File: src/rtl/arb_mux.sv
// N_IN-to-1 WIDTH-bit mux with round-robin or fixed-select arbitration and a registered output.
// Latency: 1 cycle from input transfer to out_valid; sustains 1 word/cycle while out_ready=1.
// Backpressure: a held output word (out_valid & !out_ready) forces in_ready to zero until it drains.
//
// Ports:
//   clk, rst_n       - clock, asynchronous active-low reset
//   mode, sel        - 0 = round-robin, 1 = fixed channel sel
//   in_data/valid    - packed per-channel data (channel i at [i*WIDTH +: WIDTH]) and requests
//   in_ready         - per-channel accept, one-hot or zero
//   out_data/src     - registered winning word and its channel index
//   out_valid/ready  - output handshake
module arb_mux #(
  parameter int WIDTH = 16,
  parameter int N_IN  = 4,
  parameter int SEL_W = $clog2(N_IN)
) (
  input  logic                  clk,
  input  logic                  rst_n,
  input  logic                  mode,
  input  logic [SEL_W-1:0]      sel,
  input  logic [N_IN*WIDTH-1:0] in_data,
  input  logic [N_IN-1:0]       in_valid,
  output logic [N_IN-1:0]       in_ready,
  output logic [WIDTH-1:0]      out_data,
  output logic                  out_valid,
  output logic [SEL_W-1:0]      out_src,
  input  logic                  out_ready
);

  logic              load;
  logic              gv;
  logic [SEL_W-1:0]  g;
  logic [SEL_W-1:0]  ptr;
  logic [SEL_W-1:0]  ptr_nxt;
  logic [2*N_IN-1:0] rot;

  // The output register can take a new word when empty or draining this cycle.
  assign load = !out_valid | out_ready;

  always_comb begin
    // Bit k of rot is the request of channel (ptr + k) mod N_IN.
    rot = {in_valid, in_valid} >> ptr;
    g   = '0;
    gv  = 1'b0;
    if (mode) begin
      // Indices beyond N_IN (non-power-of-2 N_IN) grant nothing.
      if (int'(sel) < N_IN) begin
        g  = sel;
        gv = in_valid[sel];
      end
    end else begin
      // Scan from the far end so the lowest offset from ptr wins last.
      for (int k = N_IN - 1; k >= 0; k--) begin
        if (rot[k]) begin
          gv = 1'b1;
          if (int'(ptr) + k >= N_IN) begin
            g = SEL_W'(int'(ptr) + k - N_IN);
          end else begin
            g = SEL_W'(int'(ptr) + k);
          end
        end
      end
    end
  end

  assign ptr_nxt = (int'(g) == N_IN - 1) ? '0 : g + 1'b1;

  // rst_n gates in_ready so nothing is accepted while reset is held.
  always_comb begin
    in_ready = '0;
    for (int i = 0; i < N_IN; i++) begin
      in_ready[i] = rst_n & load & gv & (g == SEL_W'(i));
    end
  end

  always_ff @(posedge clk or negedge rst_n) begin
    if (!rst_n) begin
      out_valid <= 1'b0;
      out_data  <= '0;
      out_src   <= '0;
      ptr       <= '0;
    end else if (load) begin
      if (gv) begin
        out_data  <= in_data[int'(g)*WIDTH +: WIDTH];
        out_src   <= g;
        out_valid <= 1'b1;
        if (!mode) begin
          ptr <= ptr_nxt;
        end
      end else begin
        out_valid <= 1'b0;
      end
    end
  end

endmodule

File: config.mk
export PLATFORM = sky130hd
export DESIGN_NAME = arb_mux
export DESIGN_NICKNAME = d
export VERILOG_FILES = /design/src/rtl/arb_mux.sv
export SDC_FILE = /design/constraint.sdc
export NUM_CORES = 1
export LEC_CHECK = 0
export CAP_MARGIN = 40
export CORE_UTILIZATION = 38
export CTS_BUF_LIST = sky130_fd_sc_hd__clkbuf_2 sky130_fd_sc_hd__clkbuf_4 sky130_fd_sc_hd__clkbuf_8
export CTS_CLUSTER_SIZE = 16
export DETAILED_ROUTE_END_ITERATION = 12
export PLACE_DENSITY = 0.89
export SYNTH_ARGS = -nofsm -noshare
export SYNTH_HDL_FRONTEND = slang
export SYNTH_SLANG_ARGS = --single-unit
File: constraint.sdc
create_clock -name clk -period 3.35 [get_ports clk]
set_input_delay 1.005 -clock clk [delete_from_list [all_inputs] [get_ports clk]]
set_output_delay 1.005 -clock clk [all_outputs]
set_load 0.01 [all_outputs]
==> results.cfg <==
[status]
status = completed

[logic_synthesis]
ys_seq_area_frac = 0.345
async_flop_share = 1.00
synth_compound_area_frac = 0.188
ys.flop_type = dfrtp_1
synth_seq_cells = 21
synthMuxAreaShare = 0.240
syn_area_per_cell_um2 = 10.9
synthesis.area_um2 = 1520
synth_nets = 215
ys_types = 36
synth_xor_area_frac = 0
synth_simple_gate_area_frac = 0.130
synth-edff-count = 0
ys.warnings.count = 0
synth-adder-area-share = 0.00822
synth_top_family_by_area = multiplexers
postSynthCellCount = 140

[final_layout]
fillCellCount = 315
finalNetCount = 323
final_cell_mix = 85 x clkdlybuf4s50_1, 32 x mux2i_1, 22 x nand2_1
area_growth_pct = 68.9
drive_gt1_frac = 0.206
final_common_cell = clkdlybuf4s50_1
antennaDiodeCount = 0

[worst_setup_path]
path_cells = buf_2, buf_4, mux4_2, mux2i_4, nor2_4, and3_1, buf_2
cpPeakStageDelay_ns = 0.48
cp_common_cell = buf_2
critPathLaunch = in_valid[2]
crit_path_end_kind = primary output
worstPathBufferInverterCount = 3
critical_path.slowest_cell = mux4_2
crit_arrival_ns = 2.32
path_class = input pin to primary output
path_delay_family = multiplexers
reg2reg_slack_ns = 1.25
r2r-start = ptr[1]
required_ns = 2.34
critical_path.startpoint_type = input pin
crit_fanout = 5

[sta]
min_period_ns = 3.32
hold_violations = 0
worstMarginPinSlew_ns = 0.498
hold_ws_ns = 0.486
finalClockSkew_ns = 0.00152
slew_viol_final = 0
relSlewSlack = 0.667
setup_tns_ns = 0
max_freq_mhz = 301
finalWorstSetupSlack_ns = 0.0283
post-route-period-util = 0.992
rsz0062_at_grt = yes
setup_viol = 0

[place]
io_buffers = 96
dpl_worst_slack_ns = -0.789
dpl.hpwl_mm = 3.52
gp_congestion = 0.814

[floorplanning]
die_area_um2 = 4260
rows = 22
core_um2 = 3740
die_x_um = 65.3
start_util = 0.406
io_pins = 97
die_y_um = 65.3

[grt]
grtUsageTotal = 0.216
grt_pass1_vias = 1533
antenna_found_initial = 0
grt_remaining_overflow = 0
grt_max_degree = 20
grt_pass1_wl_mm = 7.11

[power]
p_sw_uw = 355
pwr-share-comb = 0.510
total_power_mw = 1.08
power.density_nw_per_um2 = 419
p_int_uw = 723
p_leak_nw = 1.11
ir_worst_vdd_v = 0.000205
p_sw_frac = 0.329
power_frac_clock = 0.153
power_frac_seq = 0.337

[job]
cap_violations = 0

[drt]
drc = 0
avgViaCountPerCell = 5.16
ant_nets = 0
drt_pass1_iterations = 6
first_iter_violations = 34
avgRoutedWirePerCell_um = 14.9
wirelength_mm = 4.40
vias = 1521

[clock_tree]
numClockSinks = 21
path_clk_slew_ns = 0.08
numCtsBuffers = 3
cts_max_path_buffers = 2
cts_tree = built
worstSkewPairLatency_ns = 0.25
hold_buffers = 0
htree_levels = 1
clk_root_buffer_cell = clkbuf_8

[hold_path]
hold_path.class = flip-flop to flip-flop
hold_start = out_src[1]
power groups by stage:
stage	Sequential (mW)	Clock, mW	Combinational (mW)
2_1_floorplan	0.391	0	0.274
3_3_place_gp	0.363	0	0.537
3_5_place_dp	0.367	0	0.547
4_1_cts	0.362	0.169	0.555
5_1_grt	0.373	0.180	0.596
6_report	0.363	0.165	0.550
per-stage QoR:
step / instance area [um2] / utilization / instances
floorplan: 1520 / - / 140
global placement: 2520 / 0.673 / 287
detailed placement: 2520 / 0.673 / 287
CTS: 2560 / 0.685 / 295
global route: 2570 / 0.686 / 295
finish: 2570 / 0.686 / 295
cell usage after synthesis (2+ instances only):
library cell,n,area [um2]
o221ai_2,10,150
inv_2,2,7.51
buf_6,4,45.0
buf_12,2,40.0
mux2i_1,32,320
buf_4,2,15.0
nand2_2,2,12.5
dfrtp_1,21,526
nor3b_1,2,15.0
nand2b_1,2,12.5
o21ai_0,2,10.0
a21oi_1,3,15.0
o21ai_1,2,10.0
nand2_1,22,82.6
nor2_1,5,18.8
o221ai_1,6,52.6
inv_1,2,7.51
path summary, 6_finish.rpt:
kind,endpoint,cells past startpoint
setup reg to reg,out_data[2],8
setup / recovery,in_ready[1],7
max in group asynchronous,out_data[5],2
hold / removal,out_src[1],2
min in group asynchronous,ptr[1],2
hold reg to reg,out_src[1],2
flip-flops by register name, indices dropped and copies added (netlist names):
name and cells:
out_data 16, out_src 2, out_valid 1, ptr 2
area by class of cell:
type                       instances  area [um2]  area share
sequential                        21         526       0.204
inverter                           4        15.0     0.00584
tap                               48        60.1      0.0234
clock buffer                       3        41.3      0.0161
multi-input combinational        105         872       0.339
clock inverter                     1        5.00     0.00195
timing repair buffer             113        1050       0.409
tightest hold or removal path: cells and delay by family (launching register included):
kind / cells / cell delay, ns
DFF: 1 / 0.35
and+or+nand+nor: 2 / 0.10
routing by layer:
| layer | up-vias | GRT usage | routed length, um |
|---|---|---|---|
| li1 | 743 | - | - |
| met4 | 0 | 0.0707 | 65 |
| met2 | 67 | 0.399 | 2290 |
| met1 | 705 | 0.241 | 1700 |
| met5 | - | 0 | 0 |
| met3 | 6 | 0.0503 | 349 |
repair_timing:
action,in CTS,in global routing
setup endpoints to repair,4,3
gates resized for setup,39,5
buffers inserted,4,0
cloned,0,0
pin swaps,5,2
kinds of logic (layout without fill, tap and decap cells):
| family | after synthesis | count (layout) |
|---|---|---|
| AND/OR/NAND/NOR | 41 | 41 |
| multiplexers | 34 | 34 |
| AO/OA/AOI/OAI | 29 | 29 |
| flip-flops | 21 | 21 |
| buffers and inverters | 14 | 121 |
| adder cells (fa/ha/maj) | 1 | 1 |
No activity file was read; power rests on OpenSTA's default activity.
